<file path="config.mk">
export PLATFORM = sky130hd
export DESIGN_NAME = everloop_rx
export DESIGN_NICKNAME = d
export VERILOG_FILES = /design/src/rtl/everloop_rx_pkg.sv /design/src/rtl/everloop_rx_sync.sv /design/src/rtl/everloop_rx.sv
export SDC_FILE = /design/constraint.sdc
export NUM_CORES = 1
export LEC_CHECK = 0
export CAP_MARGIN = 5
export CORE_UTILIZATION = 50
export CTS_CLUSTER_DIAMETER = 200
export DETAILED_ROUTE_END_ITERATION = 7
export GPL_ROUTABILITY_DRIVEN = 0
export PLACE_DENSITY = 0.72
export SLEW_MARGIN = 15
export SYNTH_ARGS = -nofsm -noshare
export SYNTH_HDL_FRONTEND = slang
export SYNTH_SLANG_ARGS = --single-unit
</file>
<file path="constraint.sdc">
create_clock -name clk -period 3.9 [get_ports clk]
set_input_delay 0.78 -clock clk [delete_from_list [all_inputs] [get_ports clk]]
set_output_delay 0.78 -clock clk [all_outputs]
set_load 0.01 [all_outputs]
</file>
<file path="src/rtl/everloop_rx_pkg.sv">
// Shared everloop timing package: FSM state encoding, log2 helper and the
// pulse-width constants derived from the clock frequency (used by tx and rx).
package everloop_rx_pkg;

  localparam logic [1:0] ST_SYNC = 2'd0;
  localparam logic [1:0] ST_IDLE = 2'd1;
  localparam logic [1:0] ST_HI   = 2'd2;
  localparam logic [1:0] ST_LO   = 2'd3;

  // Ceiling log2; log2(1) = 0.
  function automatic int log2(input int v);
    int r;
    r = 0;
    while ((1 << r) < v) r++;
    return r;
  endfunction

  function automatic int min_hi_cycles(input int mhz);
    return mhz;
  endfunction

  function automatic int thresh_cycles(input int mhz);
    return mhz * 9 / 2;
  endfunction

  function automatic int max_hi_cycles(input int mhz);
    return mhz * 12;
  endfunction

  function automatic int gap_cycles(input int mhz);
    return mhz * 50;
  endfunction

endpackage

</file>
<file path="src/rtl/everloop_rx_sync.sv">
// Line conditioning for everloop_rx: 2-flop synchronizer, optional 3-tap
// majority filter (EVERLOOP_RX_FILTER_EN) and edge detector.
module everloop_rx_sync (
  input  logic clk,
  input  logic rst,
  input  logic d,
  output logic level,
  output logic rise,
  output logic fall
);

  logic [1:0] sync_q;
  logic       prev_q;

  always_ff @(posedge clk or posedge rst) begin
    if (rst) sync_q <= 2'b00;
    else     sync_q <= {sync_q[0], d};
  end

`ifdef EVERLOOP_RX_FILTER_EN
  logic [1:0] tap_q;
  logic       filt_q;
  logic       maj;

  // Two of three samples must agree, so an isolated one-cycle spike never passes.
  assign maj = (sync_q[1] & tap_q[0]) | (sync_q[1] & tap_q[1]) | (tap_q[0] & tap_q[1]);

  always_ff @(posedge clk or posedge rst) begin
    if (rst) begin
      tap_q  <= 2'b00;
      filt_q <= 1'b0;
    end else begin
      tap_q  <= {tap_q[0], sync_q[1]};
      filt_q <= maj;
    end
  end

  assign level = filt_q;
`else
  assign level = sync_q[1];
`endif

  always_ff @(posedge clk or posedge rst) begin
    if (rst) prev_q <= 1'b0;
    else     prev_q <= level;
  end

  assign rise = level & ~prev_q;
  assign fall = ~level & prev_q;

endmodule

</file>
<file path="src/rtl/everloop_rx.sv">
// everloop serial receiver: classifies high pulses by width, assembles MSB-first
// bytes into a byte memory and reports frame end. Filter option: EVERLOOP_RX_FILTER_EN.
module everloop_rx
  import everloop_rx_pkg::*;
#(
  parameter int input_clk_MHz = 50,
  parameter int FRAME_BYTES   = 141
) (
  input  logic       clk,
  input  logic       rst,
  input  logic       everloop_d,
  output logic       wr_en,
  output logic [7:0] address,
  output logic [7:0] data,
  output logic       frame_done,
  output logic [7:0] byte_count,
  output logic       err_glitch,
  output logic       err_frame
);

  localparam int MIN_HI = min_hi_cycles(input_clk_MHz);
  localparam int THRESH = thresh_cycles(input_clk_MHz);
  localparam int MAX_HI = max_hi_cycles(input_clk_MHz);
  localparam int GAP    = gap_cycles(input_clk_MHz);
  localparam int CW     = log2(GAP) + 1;

  localparam logic [CW-1:0] MIN_C  = CW'(MIN_HI);
  localparam logic [CW-1:0] THR_C  = CW'(THRESH);
  localparam logic [CW-1:0] MAXH_C = CW'(MAX_HI);
  localparam logic [CW-1:0] GAP_C  = CW'(GAP);
  localparam logic [7:0]    FB_C   = 8'(FRAME_BYTES);

  logic          level, rise, fall;
  logic [CW-1:0] cnt, hi_w;
  logic [1:0]    state;
  logic [6:0]    shreg;
  logic [2:0]    bit_cnt;
  logic          ovf, sticky;
  logic          bit_val;
  logic [7:0]    byte_nxt;

  everloop_rx_sync u_sync (
    .clk   (clk),
    .rst   (rst),
    .d     (everloop_d),
    .level (level),
    .rise  (rise),
    .fall  (fall)
  );

  // Counter is zeroed on the edge cycle itself, so the width of the level that
  // just ended is one more than the count.
  assign hi_w     = cnt + CW'(1);
  assign bit_val  = (hi_w >= THR_C);
  assign byte_nxt = {shreg, bit_val};

  always_ff @(posedge clk or posedge rst) begin
    if (rst)                cnt <= '0;
    else if (rise | fall)   cnt <= '0;
    else if (cnt != GAP_C)  cnt <= cnt + CW'(1);
  end

  always_ff @(posedge clk or posedge rst) begin
    if (rst) begin
      state      <= ST_SYNC;
      wr_en      <= 1'b0;
      address    <= 8'd0;
      data       <= 8'd0;
      frame_done <= 1'b0;
      byte_count <= 8'd0;
      err_glitch <= 1'b0;
      err_frame  <= 1'b0;
      shreg      <= 7'd0;
      bit_cnt    <= 3'd0;
      ovf        <= 1'b0;
      sticky     <= 1'b0;
    end else begin
      wr_en      <= 1'b0;
      frame_done <= 1'b0;
      err_glitch <= 1'b0;
      err_frame  <= 1'b0;
      if (wr_en) address <= address + 8'd1;

      case (state)
        ST_SYNC: begin
          if (!level && cnt == GAP_C) state <= ST_IDLE;
        end
        ST_IDLE: begin
          if (rise) state <= ST_HI;
        end
        ST_HI: begin
          if (fall) begin
            state <= ST_LO;
            if (hi_w < MIN_C) begin
              err_glitch <= 1'b1;
            end else begin
              shreg   <= byte_nxt[6:0];
              bit_cnt <= bit_cnt + 3'd1;
              if (bit_cnt == 3'd7) begin
                if (address < FB_C) begin
                  wr_en <= 1'b1;
                  data  <= byte_nxt;
                end else begin
                  ovf <= 1'b1;
                end
              end
            end
          end else if (hi_w >= MAXH_C) begin
            // Stuck-high line: drop the partial frame, remember the error for
            // the next frame end, and realign on a full gap.
            sticky  <= 1'b1;
            address <= 8'd0;
            bit_cnt <= 3'd0;
            state   <= ST_SYNC;
          end
        end
        ST_LO: begin
          if (cnt == GAP_C) begin
            frame_done <= 1'b1;
            byte_count <= address;
            err_frame  <= (bit_cnt != 3'd0) | ovf | sticky;
            address    <= 8'd0;
            bit_cnt    <= 3'd0;
            ovf        <= 1'b0;
            sticky     <= 1'b0;
            state      <= rise ? ST_HI : ST_IDLE;
          end else if (rise) begin
            state <= ST_HI;
          end
        end
        default: state <= ST_SYNC;
      endcase
    end
  end

endmodule

</file>
Yosys cells after proc, flatten, opt, wreduce, memory -nomap -nowiden
Cells that the tools add are included.
{ "word_totals": {"rom_bits": 0, "latch_bits": 0, "output_inout_bits": 28, "reg_bits": 58, "in_bits": 3, "wordCells": 99, "ramBits": 0, "mem_count": 0} }
{ "op_classes": {"bitwise_logic": 8, "multipliers": 0, "eq_ne": 16, "reduce_logical": 13, "n_div": 0, "n_mux": 40, "addsub": 3, "shift": 0, "order_cmp": 4} }
{ "ops": {"columns": ["op", "n"], "rows": [
  ["two-way mux 8 bit", 4],
  ["two-way mux 13 bit", 2],
  ["two-way mux 1 bit", 19],
  ["inequality test 2 bit (second input constant)", 8],
  ["case mux 8 bit (2 select lines)", 1],
  ["adder 13 x 1 -> 13 bit (second input constant)", 1],
  ["== test 13 x 12 -> 1 bit (second input constant)", 1],
  [">= comparator 13 x 10 -> 1 bit (second input constant)", 1],
  [">= comparator 13 x 8 -> 1 bit (second input constant)", 1],
  ["< comparator 13 x 6 -> 1 bit (second input constant)", 1],
  ["inequality test 13 x 12 -> 1 bit (second input constant)", 1],
  ["two-way mux 2 bit", 6],
  ["two-way mux 3 bit", 4],
  ["adder 8 x 1 -> 8 bit (second input constant)", 1],
  ["< comparator 8 bit (second input constant)", 1],
  ["case mux 2 bit (4 select lines)", 1],
  ["AND reduction 4 bit", 2],
  ["inequality test 3 bit (second input constant)", 2],
  ["case mux 3 bit (2 select lines)", 1],
  ["AND reduction 6 bit", 1],
  ["AND reduction 5 bit", 1],
  ["== test 2 bit (second input constant)", 2],
  ["case mux 1 bit (2 select lines)", 2],
  ["AND reduction 2 bit", 2],
  ["other kinds (12)", 18]
]} }

Depth between registers and ports, before layout
{ "logic_depth": {"word_depth": 6, "ltp_mapped": 12, "mapped_depth_nobuf": 9} }

By module
From an unflattened synthesis, not the netlist that was laid out.
{ "unflattened": {"hier_cells": 295, "hier_area_um2": 3148.0} }
{ "by_module_without_submodules": {"columns": ["module", "instances", "cells_per_inst", "area_per_inst_um2", "seq_area_each_um2"], "rows": [
  ["everloop_rx", 1, 289, 3054.2, 1376.3],
  ["everloop_rx_sync", 1, 6, 93.8, 75.1]
]} }

Worst setup path before layout
OpenSTA, ideal clock, no wires.
{ "synth_path": {"path_type": "register to register", "startpoint": "reg cnt[0]", "endpoint": "reg data[0]", "period_less_slack_ns": 3.075, "stages_incl_launch_ff": 12, "n_path_buf": 3, "slack_ns": 0.825, "setup_ns": 0.125, "arrival_time_ns": 2.950, "t_required_ns": 3.775, "cell_sequence": "dfrtp_1 -> ha_1 -> clkbuf_1 -> nand3_1 -> nor3_1 -> mux2i_1 -> a2111oi_2 -> or3_1 -> buf_4 -> or3b_1 -> buf_4 -> mux2_4"} }
{ "synth_via": {"elab_chain_len": 4, "elab_cells_between_ends": 5, "cone_classes": "add/sub (1); order compare (2); bitwise (1); reduce/logical (1)"} }
{ "synth_rtl": {"columns": ["element", "line_no", "source"], "rows": [
  ["start: declaration", "everloop_rx.sv:34", "logic [CW-1:0] cnt, hi_w;"],
  ["start signal: assignment", "everloop_rx.sv:60", "else if (cnt != GAP_C) cnt <= cnt + CW'(1);"],
  ["adder 13 x 1 -> 13 bit (*)", "everloop_rx.sv:53", "assign hi_w = cnt + CW'(1);"],
  ["< comparator 13 x 6 -> 1 bit", "everloop_rx.sv:94", "if (hi_w < MIN_C) begin"],
  ["inverter 1 bit (no source line)", null, null],
  ["AND reduction 5 bit (no source line)", null, null],
  ["end signal: assignment", "everloop_rx.sv:102", "data <= byte_nxt;"],
  ["end: declaration", "everloop_rx.sv:14", "output logic [7:0] data,"]
]} }
Mark *: on every way between the ends. The rest lies on a longest branch, timed or not.
A chain may end at the register's enable or synchronous reset.

Worst setup path in the final report
{ "layout_path": {"startpoint": "reg cnt[0]", "endpoint": "reg data[3]"} }
{ "layout_via": {"elab_chain_len": 4} }
{ "layout_rtl": {"columns": ["element", "line_no"], "rows": [
  ["adder 13 x 1 -> 13 bit", "everloop_rx.sv:53"],
  ["< comparator 13 x 6 -> 1 bit", "everloop_rx.sv:94"],
  ["inverter 1 bit (no source line)", null],
  ["AND reduction 5 bit (no source line)", null]
]} }
No other way between the ends.

==> metrics.csv <==
stage,metric,value,unit
timing,finalSetupViolCount,0,
synthesis,syn_area_per_cell,10.74,um^2
timing,finalMaxSlewViolations,0,
clocking,cts-root-buf,clkbuf_8,
routing,wl_per_cell,15.02,um
final_layout,fin_util,62.74,%
synthesis,ys_warn_count,0,
clocking,clockBufferDepth,2,
worst_setup_path,timing.rr.start,cnt[0],
synthesis,ys_top_cells_by_area,"dfrtp_1, mux2_2, xor2_1",
synthesis,netlist_instances,278,
timing,rsz0062_at_grt,no,
routing,drtAntennaViolNets,0,
synthesis,ys.flop_type,dfrtp_1,
die,rows,27,
worst_setup_path,worstSetupStartpointType,flip-flop,
synthesis,yosysTopAreaCellShare,48.60,%
global_routing,grt_max_degree,32,
final_layout,fillCellCount,444,
die,core,5642,um^2
final_layout,drive_gt1_share,14.15,%
hold_path,hold_path_depth,0,
synthesis,yosysUniqueCellTypes,50,
clocking,ctsResizeCount,0,
global_routing,grt_pass1_vias,2091,
run_status,status,completed,
pwr,ir_worst_vdd,257.2,uV
worst_setup_path,rrSetupSlack,0.39,ns
synthesis,ys_seq_area_share,48.60,%
worst_setup_path,startpoint,cnt[0],
final_layout,syn2layout_area_growth,18.52,%
die,io_pins,31,
routing,drcViolationCount,0,
pwr,power_density,366.6,nW/um^2
placement,numPortBuffers,30,
synthesis,synth_nets,290,
timing,fin_crit_sh,89.92,%
routing,first_iter_violations,167,
routing,via_count,2140,
synthesis,ys_seq_elements,58,
pwr,seqPwrFrac,48.2,%
worst_setup_path,crit_end,data[3],
timing,tightestPinTransition,0.7116,ns
final_layout,fin_cells,383,
global_routing,antenna_found_initial,0,
routing,firstDrtPassIters,4,
placement,dpl.hpwl,3972,um
pwr,p_comb_share,5.0,%
pwr,leakagePower,1.673,nW
timing,max_clock_freq,0.2852,GHz
worst_setup_path,critPathMaxFanout,12,
die,fp.dieArea,6286,um^2
final_layout,nNetsFinal,318,
clocking,clk_pin_slew,0.07,ns
clocking,htree_levels,3,
global_routing,grt_usage,20.81,%
synthesis,synthesis.area,2987,um^2
flow_run,drv_cap,0,
worst_setup_path,cp.arrival,3.73,ns
clocking,cts_hold_buf,0,
worst_setup_path,path_class,reg -> reg,
clocking,cts.sinks,58,
final_layout,mostFrequentLayoutCell,dfrtp_1,
timing,min_period,3.507,ns
worst_setup_path,ff2ff_path_depth,8,
clocking,insertion_delay,0.34,ns
clocking,cts_tree,yes,
final_layout,mostFrequentLayoutCells,"dfrtp_1, clkdlybuf4s50_1, nor2_1",
final_layout,n_antenna_cell,0,
worst_setup_path,crit_required,4.12,ns
pwr,power_switching,0.2885,mW
die,initial_utilization,52.94,%
hold_path,min-delay-start,u_sync.sync_q[0],
synthesis,synth_largest_area_cell,dfrtp_1,
timing,slew_headroom,52.06,%
synthesis,synth-edff-count,0,
timing,hold_viol,0,
die,die_w,79.29,um
clocking,cts_setup_buffers,0,
pwr,internal_power,1.009,mW
global_routing,grt_pass1_wl,9784,um
pwr,switching_share,22.23,%
global_routing,grt_overflow,0,
clocking,cts_buffers,9,
synthesis,ys_async_sr_fraction,100.0,%
placement,dp_cells,367,
worst_setup_path,reg2reg_to,data[3],
die,die_y,79.29,um
hold_path,hold_path_class,reg -> reg,
pwr,clockPowerShare,46.8,%
routing,totalWireLength,5752,um
worst_setup_path,end_kind,flip-flop,
timing,finClkSkew,0.008529,ns
timing,setup_tns,0,ns
routing,viasPerCell,5.587,
routing by layer:
metal  GRT usage (%)  vias up  routed length, um
met5               0        -                  0
met2           30.78       73               2534
li1                -     1026                  -
met4           12.55        0                174
met1           27.18     1020               2675
met3           5.632       21                368
state kept, by name, indices dropped and copies added, names as in the netlist, 2 cells and up:
register	flops
cnt	13
address	8
byte_count	8
data	8
shreg	7
bit_cnt	3
state	2
u_sync.sync_q	2
cells by family (layout without fill, tap and decap cells):
| group | count (synthesis) | after routing | synth area share [%] |
|---|---|---|---|
| buffers and inverters | 29 | 62 | 4.147 |
| and+or+nand+nor | 103 | 103 | 18.73 |
| muxes | 29 | 29 | 11.69 |
| xor gates and xnor gates | 19 | 19 | 5.572 |
| DFF | 58 | 58 | 48.60 |
| adders and majority gates | 9 | 9 | 3.770 |
| AOI/OAI and AO/OA | 31 | 31 | 7.499 |
power by group through the flow:
stage | Combinational, mW | Clock, mW | Sequential [mW]
global route | 0.0756 | 0.643 | 0.627
global placement | 0.0655 | 0 | 0.635
finish | 0.0649 | 0.608 | 0.625
detailed placement | 0.0659 | 0 | 0.636
CTS | 0.0664 | 0.626 | 0.625
floorplan | 0.0639 | 0 | 0.623
layout make-up:
class / count / area, um^2 / area share (%)
timing repair buffer: 32 / 315.3 / 8.908
multi-input combinational: 191 / 1411 / 39.87
clock inverter: 5 / 77.57 / 2.192
sequential: 58 / 1451 / 41.00
tap: 72 / 90.09 / 2.545
inverter: 14 / 52.55 / 1.485
clock buffer: 11 / 141.4 / 3.994
synth_stat cells (2+ instances only):
cell / number
dfrtp_1: 58
nor2_1: 24
nand2_1: 19
mux2_2: 15
inv_1: 14
xor2_1: 14
nand3_1: 12
clkbuf_1: 9
ha_1: 9
mux2_4: 8
nand4_1: 8
mux2i_1: 6
o21ai_0: 6
nor2b_1: 5
nor3_1: 5
xnor2_1: 5
a211o_1: 4
and2_1: 4
and3_1: 4
buf_2: 3
buf_4: 3
nand3b_1: 3
nand4b_1: 3
nor3b_1: 3
a21boi_0: 2
a21o_1: 2
a21oi_1: 2
a31oi_1: 2
nand2b_1: 2
nor4_1: 2
o21ai_1: 2
o31ai_1: 2
through the flow:
step	hold slack [ns]	total power, mW	setup WS (ns)	area, um^2
global route	0.3632	1.345	0.1256	3540
finish	0.3582	1.298	0.3931	3540
CTS	0.3597	1.317	0.4206	3540
floorplan	0.3312	0.6872	0.8249	2987
global placement	0.3412	0.7001	0.5792	3321
detailed placement	0.3405	0.7018	0.4260	3321
worst min-delay path by stage:
stage,to,slack [ns]
2_1_floorplan,u_sync.sync_q[1],0.33
3_3_place_gp,u_sync.sync_q[1],0.34
3_5_place_dp,u_sync.sync_q[1],0.34
4_1_cts,u_sync.sync_q[1],0.36
5_1_grt,u_sync.sync_q[1],0.36
6_report,u_sync.sync_q[1],0.36
worst max-delay path, stage by stage (launching register included):
cell and delay, ns:
dfrtp_1 0.57, ha_1 0.39, nand3_1 0.20, nor3_1 0.39, mux2i_1 0.38, a2111oi_2 0.10, or3_1 0.38, or3b_1 0.60
mux2_4 0.39
(Power assumes the default switching activity.)
